## config.mk

```make
export PLATFORM = sky130hd
export DESIGN_NAME = dnmr_manager
export DESIGN_NICKNAME = d
export VERILOG_FILES = /design/src/rtl/dnmr_pkg.sv /design/src/rtl/dnmr_fault_tracker.sv /design/src/rtl/dnmr_manager.sv
export SDC_FILE = /design/constraint.sdc
export NUM_CORES = 1
export LEC_CHECK = 0
export CAP_MARGIN = 20
export CORE_MARGIN = 2
export CORE_UTILIZATION = 58
export CTS_CLUSTER_DIAMETER = 200
export CTS_CLUSTER_SIZE = 12
export DETAILED_ROUTE_END_ITERATION = 16
export HOLD_SLACK_MARGIN = 0.08
export PLACE_DENSITY = 0.8
export SLEW_MARGIN = 30
export SYNTH_ARGS = -nofsm -noshare
export SYNTH_HDL_FRONTEND = slang
export SYNTH_HIERARCHICAL = 1
export SYNTH_SLANG_ARGS = --single-unit
export TNS_END_PERCENT = 50
```

## constraint.sdc

```tcl
create_clock -name clk -period 6 [get_ports clk]
set_input_delay 1.2 -clock clk [delete_from_list [all_inputs] [get_ports clk]]
set_output_delay 1.2 -clock clk [all_outputs]
set_load 0.01 [all_outputs]
```

## src/rtl/dnmr_pkg.sv

```systemverilog
// -----------------------------------------------------------------------------
// dnmr_pkg
// Shared definitions for the dynamic N-modular redundancy manager.
//   dnmr_state_t : manager operating mode, also driven out on mode_o
//   CNT_INC      : fault counter step when a replica disagrees with the vote
//   CNT_DEC      : fault counter leak when a replica agrees with the vote
// -----------------------------------------------------------------------------
package dnmr_pkg;

    typedef enum logic [2:0] {
        ST_SIMPLEX = 3'd0,
        ST_WARMUP  = 3'd1,
        ST_VOTE    = 3'd2,
        ST_DUPLEX  = 3'd3,
        ST_FAIL    = 3'd4
    } dnmr_state_t;

    localparam int CNT_INC = 2;
    localparam int CNT_DEC = 1;

endpackage

```

## src/rtl/dnmr_fault_tracker.sv

```systemverilog
// -----------------------------------------------------------------------------
// dnmr_fault_tracker
// Leaky saturating disagreement counter plus sticky health bit for one replica.
// Ports:
//   clk, rst   : clock, synchronous active-high reset
//   disagree   : replica output differs from the vote this cycle
//   count_en   : counting allowed (manager is voting)
//   clear      : restore the replica to healthy with a zero count
//   o_healthy  : replica is still trusted
//   o_retire   : this edge will retire the replica (combinational look-ahead)
// -----------------------------------------------------------------------------
module dnmr_fault_tracker #(
    parameter int FAULT_TH = 8,
    parameter int CW       = $clog2(FAULT_TH + 2)
) (
    input  logic clk,
    input  logic rst,
    input  logic disagree,
    input  logic count_en,
    input  logic clear,
    output logic o_healthy,
    output logic o_retire
);
    import dnmr_pkg::*;

    logic [CW-1:0] r_cnt;
    logic          r_healthy;
    logic [CW:0]   w_cnt_next;

    // One spare bit keeps the post-increment value exact before the
    // threshold compare; the counter itself never exceeds FAULT_TH+1.
    always_comb begin
        w_cnt_next = '0;
        if (disagree) begin
            w_cnt_next = {1'b0, r_cnt} + (CW+1)'(CNT_INC);
        end else if (r_cnt >= CW'(CNT_DEC)) begin
            w_cnt_next = {1'b0, r_cnt} - (CW+1)'(CNT_DEC);
        end
    end

    assign o_retire  = count_en && r_healthy && (w_cnt_next >= (CW+1)'(FAULT_TH));
    assign o_healthy = r_healthy;

    // A retired replica freezes its count until cleared.
    always_ff @(posedge clk) begin
        if (rst || clear) begin
            r_cnt     <= '0;
            r_healthy <= 1'b1;
        end else if (count_en && r_healthy) begin
            r_cnt <= w_cnt_next[CW-1:0];
            if (o_retire) begin
                r_healthy <= 1'b0;
            end
        end
    end

endmodule

```

## src/rtl/dnmr_manager.sv

```systemverilog
// -----------------------------------------------------------------------------
// dnmr_manager
// Dynamic N-modular redundancy manager: enables one or all healthy replicas,
// votes their outputs bitwise, retires replicas that keep disagreeing and
// degrades VOTE -> DUPLEX -> SIMPLEX/FAIL.
// Ports:
//   clk, rst      : clock, synchronous active-high reset
//   hr_req        : request redundant operation
//   clear_faults  : pulse, restore every replica to healthy
//   rep_data      : replica outputs, replica i at [i*W +: W]
//   en            : replica enables (decode of state and health mask)
//   data_o        : registered voted/selected data
//   valid_o       : data_o is trustworthy
//   miscompare    : registered DUPLEX disagreement
//   healthy       : per-replica health mask
//   fault_irq     : one-cycle pulse when a replica is newly retired
//   mode_o        : current state code
// -----------------------------------------------------------------------------
module dnmr_manager #(
    parameter int N          = 3,
    parameter int W          = 8,
    parameter int FAULT_TH   = 8,
    parameter int WARMUP_CYC = 4
) (
    input  logic           clk,
    input  logic           rst,
    input  logic           hr_req,
    input  logic           clear_faults,
    input  logic [N*W-1:0] rep_data,
    output logic [N-1:0]   en,
    output logic [W-1:0]   data_o,
    output logic           valid_o,
    output logic           miscompare,
    output logic [N-1:0]   healthy,
    output logic           fault_irq,
    output logic [2:0]     mode_o
);
    import dnmr_pkg::*;

    localparam int CW  = $clog2(FAULT_TH + 2);
    localparam int HW  = $clog2(N + 1);
    localparam int PW  = (N > 1) ? $clog2(N) : 1;
    localparam int WCW = $clog2(WARMUP_CYC + 2);

    dnmr_state_t    r_state;
    logic [WCW-1:0] r_wcnt;
    logic [W-1:0]   r_data;
    logic           r_valid;
    logic           r_mis;
    logic           r_irq;

    logic [N-1:0]   w_healthy;
    logic [N-1:0]   w_retire;
    logic [N-1:0]   w_disagree;
    logic [PW-1:0]  w_prim;
    logic [PW-1:0]  w_sec;
    logic [W-1:0]   w_prim_data;
    logic [W-1:0]   w_sec_data;
    logic [HW-1:0]  w_hcnt;
    logic [HW-1:0]  w_hcnt_post;
    logic [W-1:0]   w_vote;
    logic [HW-1:0]  w_ones;

    // Primary is the lowest-index healthy replica; secondary is the highest,
    // which in DUPLEX is the other surviving replica.
    always_comb begin
        w_prim = '0;
        w_sec  = '0;
        for (int i = N - 1; i >= 0; i--) begin
            if (w_healthy[i]) w_prim = PW'(i);
        end
        for (int i = 0; i < N; i++) begin
            if (w_healthy[i]) w_sec = PW'(i);
        end
    end

    assign w_prim_data = rep_data[int'(w_prim)*W +: W];
    assign w_sec_data  = rep_data[int'(w_sec)*W +: W];

    always_comb begin
        w_hcnt      = '0;
        w_hcnt_post = '0;
        for (int i = 0; i < N; i++) begin
            w_hcnt      = w_hcnt + HW'(w_healthy[i]);
            w_hcnt_post = w_hcnt_post + HW'(w_healthy[i] & ~w_retire[i]);
        end
    end

    // Bitwise majority over healthy replicas; an exact tie (even count)
    // falls back to the primary's bit.
    always_comb begin
        w_vote = '0;
        w_ones = '0;
        for (int b = 0; b < W; b++) begin
            w_ones = '0;
            for (int i = 0; i < N; i++) begin
                if (w_healthy[i] && rep_data[i*W + b]) w_ones = w_ones + 1'b1;
            end
            if ({w_ones, 1'b0} > {1'b0, w_hcnt}) begin
                w_vote[b] = 1'b1;
            end else if ({w_ones, 1'b0} == {1'b0, w_hcnt}) begin
                w_vote[b] = w_prim_data[b];
            end
        end
    end

    genvar g;
    generate
        for (g = 0; g < N; g++) begin : g_track
            assign w_disagree[g] = (rep_data[g*W +: W] != w_vote);
            dnmr_fault_tracker #(
                .FAULT_TH (FAULT_TH),
                .CW       (CW)
            ) u_track (
                .clk       (clk),
                .rst       (rst),
                .disagree  (w_disagree[g]),
                .count_en  (r_state == ST_VOTE),
                .clear     (clear_faults),
                .o_healthy (w_healthy[g]),
                .o_retire  (w_retire[g])
            );
        end
    endgenerate

    // Enables follow the registered state; SIMPLEX isolates the lowest set
    // health bit so only the primary runs.
    always_comb begin
        en = '0;
        case (r_state)
            ST_SIMPLEX: en = w_healthy & ~(w_healthy - 1'b1);
            ST_WARMUP,
            ST_VOTE,
            ST_DUPLEX:  en = w_healthy;
            default:    en = '0;
        endcase
    end

    function automatic dnmr_state_t stateFromCount(input logic [HW-1:0] c);
        if (c >= HW'(3))      return ST_VOTE;
        else if (c == HW'(2)) return ST_DUPLEX;
        else if (c == HW'(1)) return ST_SIMPLEX;
        else                  return ST_FAIL;
    endfunction

    // Mode FSM with registered data/valid/miscompare/irq. clear_faults
    // overrides whatever transition the current state picked.
    always_ff @(posedge clk) begin
        if (rst) begin
            r_state <= ST_SIMPLEX;
            r_wcnt  <= '0;
            r_data  <= '0;
            r_valid <= 1'b0;
            r_mis   <= 1'b0;
            r_irq   <= 1'b0;
        end else begin
            r_irq <= (|w_retire) && !clear_faults;
            r_mis <= 1'b0;
            case (r_state)
                ST_SIMPLEX: begin
                    r_data  <= w_prim_data;
                    r_valid <= (w_hcnt != '0);
                    if (hr_req) begin
                        r_state <= ST_WARMUP;
                        r_wcnt  <= WCW'(WARMUP_CYC);
                    end
                end
                ST_WARMUP: begin
                    r_data  <= w_prim_data;
                    r_valid <= 1'b1;
                    if (!hr_req) begin
                        r_state <= ST_SIMPLEX;
                    end else if (r_wcnt <= WCW'(1)) begin
                        r_wcnt  <= '0;
                        r_state <= (w_hcnt >= HW'(3)) ? ST_VOTE :
                                   (w_hcnt == HW'(2)) ? ST_DUPLEX : ST_SIMPLEX;
                    end else begin
                        r_wcnt <= r_wcnt - 1'b1;
                    end
                end
                ST_VOTE: begin
                    r_data  <= w_vote;
                    r_valid <= 1'b1;
                    r_state <= hr_req ? stateFromCount(w_hcnt_post) : ST_SIMPLEX;
                end
                ST_DUPLEX: begin
                    r_data  <= w_prim_data;
                    r_mis   <= (w_prim_data != w_sec_data);
                    r_valid <= (w_prim_data == w_sec_data);
                    if (!hr_req) r_state <= ST_SIMPLEX;
                end
                ST_FAIL: begin
                    r_valid <= 1'b0;
                end
                default: begin
                    r_state <= ST_SIMPLEX;
                    r_valid <= 1'b0;
                end
            endcase
            if (clear_faults) begin
                r_state <= ST_SIMPLEX;
                r_wcnt  <= '0;
            end
        end
    end

    assign data_o     = r_data;
    assign valid_o    = r_valid;
    assign miscompare = r_mis;
    assign fault_irq  = r_irq;
    assign healthy    = w_healthy;
    assign mode_o     = r_state;

endmodule

```

Yosys cells after proc, flatten, opt, wreduce, memory -nomap -nowiden
Cells that the tools add are included. Widths: inputs -> output; s select.

Flip-flop bits (word level): 32. Bits in latches: 0. Memory bits (writable): 0. Memory bits (read-only): 0. Input bits: 28. Output and inout port bits: 20. Logic and storage cells: 210. Memories kept: 0.

$add $sub $neg: 28. $mul: 0. Divide/modulo/power cells: 0. Magnitude comparators: 17. Equality and inequality tests: 24. Shift-type cells: 2. Muxes and demuxes: 69. Bitwise operators: 10. Reduce and logical (&&, ||, !) cells: 48.

Operators with widths (number): $shiftx 24x6->8 (2); $mux 2 (22); $mux 3 (11); $add 2x1->2 const B (16); $ne 8x8->1 (4); $logic_and 1x1->1 (31); $mux 5 (6); $mux 1 (25); $eq 3x2->1 (8); $gt 3x2->1 (8); $pmux 8 s2 (1); $add 4x2->5 const B (3); $ge 5x4->1 const B (3); $pmux 3 s5 (1); $sub 4x1->5 const B (3); $ge 4x1->1 const B (3); $pmux 3 s2 (2); $reduce_or 3->1 (3); $eq 8x8->1 (1); $and 1x2->2 (3); $eq 3x2->1 const B (2); $ne 2x2->1 const B (3); $not 1->2 (3); $reduce_and 2->1 (3); 22 further kinds (31).

Logic depth before layout (Yosys ltp)
Word-level depth: 23. Gate-level depth with buffers: 27. Mapped depth without buffers: 24.

Modules after synthesis
The synthesis kept the hierarchy.

Modules (own cells, without submodules): dnmr_manager (times used 1, cells an instance 426, area each 3120.5 um^2, sequential area each 340.3 um^2); dnmr_fault_tracker (times used 3, cells an instance 52, area each 404.1 um^2, sequential area each 100.1 um^2).

Least setup slack after synthesis
OpenSTA, ideal clock, no wires.

Kind: in2reg. Start point: input rep_data[3]. End point: register r_state[0], in the netlist mode_o[0]. Setup time: 86 ps. Arrival: 5426 ps. Required time: 5914 ps. Slack: 489 ps. Stages on the path: 24. Buffers on the path: 2. Cells stage by stage: clkbuf_1 nand2_1 ha_1 xnor2_1 ha_1 nor2b_1 nor3_1 a2111oi_4 nand4_1 or3b_1 clkbuf_1 nor2_1 nand2_1 nor3_1 a211oi_1 nor2_1 nor2_1 fa_1 nand3b_1 a21oi_1 o21bai_1 nor2_1 nor2_1 a211oi_1.

Longest elaborated chain between the ends: 22. Elaborated cells on any way between the ends: 37. Those cells by class: 4 x add/sub; 5 x order compare; 5 x eq/ne; 1 x shift; 12 x mux; 6 x bitwise; 4 x reduce/logical.

Ends and longest elaborated chain: start, declared (RTL line dnmr_manager.sv:29) `input logic [N*W-1:0] rep_data,`; branches (longest 9 deep; another with $gt 3x2->1); $ne 8x8->1 * (RTL line dnmr_manager.sv:110) `assign w_disagree[g] = (rep_data[g*W +: W] != w_vote);`; named net w_disagree[0] (RTL line dnmr_manager.sv:54) `logic [N-1:0] w_disagree;`; $mux 5 * (RTL line dnmr_fault_tracker.sv:34) `if (disagree) begin`; $ge 5x4->1 * (RTL line dnmr_fault_tracker.sv:41) `assign o_retire = count_en && r_healthy && (w_cnt_next >= (CW+1)'(FAULT_TH));`; $logic_and 1x1->1 * (RTL line dnmr_fault_tracker.sv:41); named net w_retire[0] (RTL line dnmr_manager.sv:53) `logic [N-1:0] w_retire;`; $not 1->2 * (RTL line dnmr_manager.sv:85) `w_hcnt_post = w_hcnt_post + HW'(w_healthy[i] & ~w_retire[i]);`; $and 1x2->2 * (RTL line dnmr_manager.sv:85); $add 2x2->2 * (2 in a row) (RTL line dnmr_manager.sv:85); $eq 2x2->1 (RTL line dnmr_manager.sv:141) `else if (c == HW'(2)) return ST_DUPLEX;`; $mux 3 (RTL line dnmr_manager.sv:141); $mux 3 * (RTL line dnmr_manager.sv:140) `if (c >= HW'(3)) return ST_VOTE;`; $mux 3 * (RTL line dnmr_manager.sv:184) `r_state <= hr_req ? stateFromCount(w_hcnt_post) : ST_SIMPLEX;`; $pmux 3 s5 * (RTL line dnmr_manager.sv:159) `case (r_state)`; end signal, assigned (RTL line dnmr_manager.sv:175) `r_state <= (w_hcnt >= HW'(3)) ? ST_VOTE :`; end signal, assigned (RTL line dnmr_manager.sv:184); end, declared (RTL line dnmr_manager.sv:45) `dnmr_state_t r_state;`.

Mark *: on every way through the listed nets, which the timed path passes. A chain may end at the register's enable or synchronous reset.

Final worst setup path
Start point: input rep_data[9]. End point: register r_state[0], in the netlist mode_o[0].

Longest elaborated chain between the ends: 20. Elaborated cells on any way between the ends: 35. Those cells by class: 3 x add/sub; 5 x order compare; 5 x eq/ne; 1 x shift; 11 x mux; 6 x bitwise; 4 x reduce/logical.

Ends and longest elaborated chain: branches (longest 6 deep; another with $gt 3x2->1); $mux 1 * (RTL line dnmr_manager.sv:99) `if ({w_ones, 1'b0} > {1'b0, w_hcnt}) begin`; $ne 8x8->1 * (RTL line dnmr_manager.sv:110); named net w_disagree[0] (RTL line dnmr_manager.sv:54); $mux 5 * (RTL line dnmr_fault_tracker.sv:34); $ge 5x4->1 * (RTL line dnmr_fault_tracker.sv:41); $logic_and 1x1->1 * (RTL line dnmr_fault_tracker.sv:41); named net w_retire[0] (RTL line dnmr_manager.sv:53); $not 1->2 * (RTL line dnmr_manager.sv:85); $and 1x2->2 * (RTL line dnmr_manager.sv:85); $add 2x2->2 * (2 in a row) (RTL line dnmr_manager.sv:85); $eq 2x2->1 (RTL line dnmr_manager.sv:141); $mux 3 (RTL line dnmr_manager.sv:141); $mux 3 * (RTL line dnmr_manager.sv:140); $mux 3 * (RTL line dnmr_manager.sv:184); $pmux 3 s5 * (RTL line dnmr_manager.sv:159).

Marked as above.

==> flow_summary.yaml <==
synth:
  ys.flop_type: "dfxtp_1"
  syn-num-nets: 650
  synthTopCellsByArea: "dfxtp_1, ha_1, nand2_1"
  synth_top_area_frac: 0.1478
  netlist_area_um2: 4333
  syn_inst: 582
  async_flop_share: 0
  yosys.area.top_type: "dfxtp_1"
  synth_warnings: 6
  synth.ff_latch_count: 32
  netlist-cell-type-count: 79
  synth.avg_cell_area_um2: 7.445
  synth_edf_count: 0
  seq_area_frac_synth: 0.1478
critical_path:
  criticalPathCategory: "primary input to flip-flop"
  worst-path-buf-inv: 2
  required_ns: 6.22
  rr_startpoint: "g_track[1].u_track/o_healthy$_SDFFE_PP1P_"
  critPathCapture: "mode_o[0]$_SDFFE_PP0P_"
  start_kind: "primary input"
  r2r_cells: 21
  crit_top_cell: "nor2_1"
  cp-startpoint: "rep_data[9]"
  critPathCaptureType: "flip-flop"
  r2r-end: "mode_o[0]$_SDFFE_PP0P_"
  crit_path_max_incr_delay_ns: 0.49
  crit_arrival_ns: 5.85
  ff2ff_setup_slack_ns: 0.57
  crit_fanout: 3
  cp_num_cells: 25
  cp_slowest_cell: "fa_1"
  critPathTopFamily: "simple AND/OR/NAND/NOR gates"
die:
  die_area_um2: 8178
  core-area_um2: 7253
  die_w_um: 90.43
  rows: 31
  die_h_um: 90.43
  initial_core_util: 0.5974
  io_pins: 48
place:
  place_hpwl_um: 9502
  place.gp.congestion: 1.031
  place_inst: 724
  port_buffers: 47
pwr:
  power_density_nw_per_um2: 122.0
  p_leak_uw: 0.002088
  max-vdd-ir-drop_uv: 143.0
layout:
  antenna_cells: 0
  drive_above_1_share: 0.1577
  finalNonFillerCells: 733
  fin_util: 0.7199
  final_cell_mix: "nand2_1, nor2_1, clkdlybuf4s50_1, inv_1, buf_4"
  fin_nets: 701
  area_growth_pct: 20.50
  final_common_cell: "nand2_1"
routing:
  wl_per_cell_um: 17.77
  drt_iter0_markers: 310
  vias: 4698
  drc: 0
  via_per_inst: 6.409
  wl_um: 13030
  drtPass1Iterations: 5
  ant_nets: 0
worst_hold_path:
  hold_path.class: "flip-flop to flip-flop"
timing:
  fmaxAchievable_mhz: 177.7
  post-route-period-util: 0.9381
  fin_skew_ns: 0.005250
  period_needed_ns: 5.629
  slew_headroom: 0.3200
  max_slew.worst_pin.slew_ns: 1.019
  finalHoldViolations: 0
  drv_slew: 0
  setup_viol: 0
job:
  max_cap_viol_count: 0
clock_tree:
  cts.reportedPaths.clkPinSlew_ns: 0.08
  clk_path_buf_depth: 2
  htreeDepth: 2
  ctsRootBufferMaster: "clkbuf_8"
  numCtsBuffers: 5
  cts_tree: "yes"
  insertion_delay_ns: 0.29
  clkSinkCount: 32
grt:
  grt_pass1_wl_um: 21450
  grt_overflow_total: 0
  track_usage: 0.3183
  grt_pass1_vias: 4648
  grt_max_degree: 39
  antenna_found_initial: 0
outcome:
  outcome: "completed"
-- area by class of cell --
class | instances | area, um2
clock buffers | 5 | 68.82
repair buffers | 84 | 743.2
multi-input cells | 467 | 3441
well taps | 99 | 123.9
fillers | 586 | 2032
inverters | 43 | 161.4
clock inverters | 3 | 42.54
flip-flops and latches | 32 | 640.6
-- flip-flops by register name, indices dropped and copies added, names as in the netlist --
signal	flops
r_wcnt	3
g_track.u_track/o_healthy	3
mode_o	3
miscompare	1
data_o	8
valid_o	1
g_track.u_track/r_cnt	12
fault_irq	1
-- synth_stat cells (4+ instances only) --
| library cell | n |
|---|---|
| a21o_1 | 6 |
| xor2_1 | 21 |
| o221ai_1 | 4 |
| o2111ai_1 | 4 |
| a211oi_1 | 9 |
| nand3_1 | 6 |
| clkbuf_1 | 28 |
| inv_1 | 40 |
| o21a_1 | 4 |
| a21oi_1 | 27 |
| o211ai_1 | 14 |
| a221oi_1 | 7 |
| nor3_1 | 17 |
| nor4_1 | 8 |
| a2111oi_2 | 4 |
| nand2b_1 | 18 |
| nor3b_1 | 7 |
| nand2_1 | 66 |
| ha_1 | 38 |
| nand3b_1 | 6 |
| nand4_1 | 7 |
| mux2i_1 | 6 |
| dfxtp_1 | 32 |
| or3b_1 | 4 |
| buf_2 | 7 |
| o21ai_0 | 19 |
| nor2b_1 | 6 |
| nor2_1 | 53 |
| xnor2_1 | 21 |
-- metrics by stage --
step	TNS (ns)	instance area, um2	total power (uW)	setup slack, ns	hold slack (ns)
3_5_place_dp	0	5020	414.4	0.02577	0.4512
5_1_grt	-0.02936	5221	670.0	-0.02936	0.4766
6_report	0	5221	636.9	0.3714	0.4636
3_3_place_gp	0	5020	409.7	0.1879	0.4506
4_1_cts	0	5131	634.1	0.3143	0.4638
2_1_floorplan	0	4333	344.7	0.4885	0.4634
-- where the power goes --
part | total [uW] | leakage, uW | internal [uW] | switching, uW
Clock | 217 | 0.0000541 | 123 | 94.2
Sequential | 220 | 0.000261 | 217 | 3.46
Combinational | 200 | 0.00177 | 96.2 | 104
Total | 637 | 0.00209 | 436 | 201
-- worst min path at each step --
stage | cells after the start | slack (ns) | from | end
2_1_floorplan | 2 | 0.46 | r_wcnt[2]$_SDFFE_PP0P_ | r_wcnt[2]$_SDFFE_PP0P_
3_5_place_dp | 2 | 0.45 | data_o[5]$_SDFFE_PP0P_ | data_o[5]$_SDFFE_PP0P_
6_report | 2 | 0.46 | data_o[5]$_SDFFE_PP0P_ | data_o[5]$_SDFFE_PP0P_
4_1_cts | 2 | 0.46 | data_o[5]$_SDFFE_PP0P_ | data_o[5]$_SDFFE_PP0P_
3_3_place_gp | 2 | 0.45 | data_o[5]$_SDFFE_PP0P_ | data_o[5]$_SDFFE_PP0P_
5_1_grt | 2 | 0.48 | data_o[0]$_SDFFE_PP0P_ | data_o[0]$_SDFFE_PP0P_
-- worst register-to-register path: stages (launching register included) --
cell       delay [ns]
dfxtp_1          0.99
fa_1             0.85
nand2b_1         0.31
nand2_1          0.09
o211ai_1         0.14
buf_4            0.19
xor2_1           0.15
a2111oi_2        0.21
or3b_4           0.44
nor2_1           0.10
nand2_1          0.10
nor3_2           0.18
a211oi_1         0.08
nor2_1           0.15
nor2_1           0.08
fa_1             0.49
nand3b_1         0.21
a21oi_2          0.17
o21bai_1         0.10
nor2_1           0.11
nor2_1           0.06
a211oi_2         0.14
-- what timing repair did --
action / 4_1_cts / 5_1_grt
hold buffers: 0 / 0
buffers inserted: 0 / 1
endpoints found under the setup margin: 0 / 1
endpoints found under the hold margin: 0 / 0
resized for setup: 0 / 17
-- layer usage --
metal | routed length (um) | global-route usage | share of wire | vias to the layer above
li1 | - | - | - | 2198
met1 | 5338 | 0.3786 | 0.41 | 2200
met2 | 6221 | 0.5501 | 0.48 | 246
met3 | 926 | 0.05092 | 0.071 | 54
met4 | 539 | 0.1679 | 0.041 | 0
met5 | 0 | 0 | 0 | -
-- cells by family (layout without fill, tap and decap cells) --
group           count (synthesis)  in the layout  share of synthesized area
buf+inv                        83            135                    0.07825
xor+xnor                       42             42                    0.08490
compound gates                148            148                     0.2680
fa+ha+maj                      40             40                     0.1190
simple gates                  228            228                     0.2778
mux                             9              9                    0.02426
flops                          32             32                     0.1478
No activity file was read; power rests on OpenSTA's default activity.
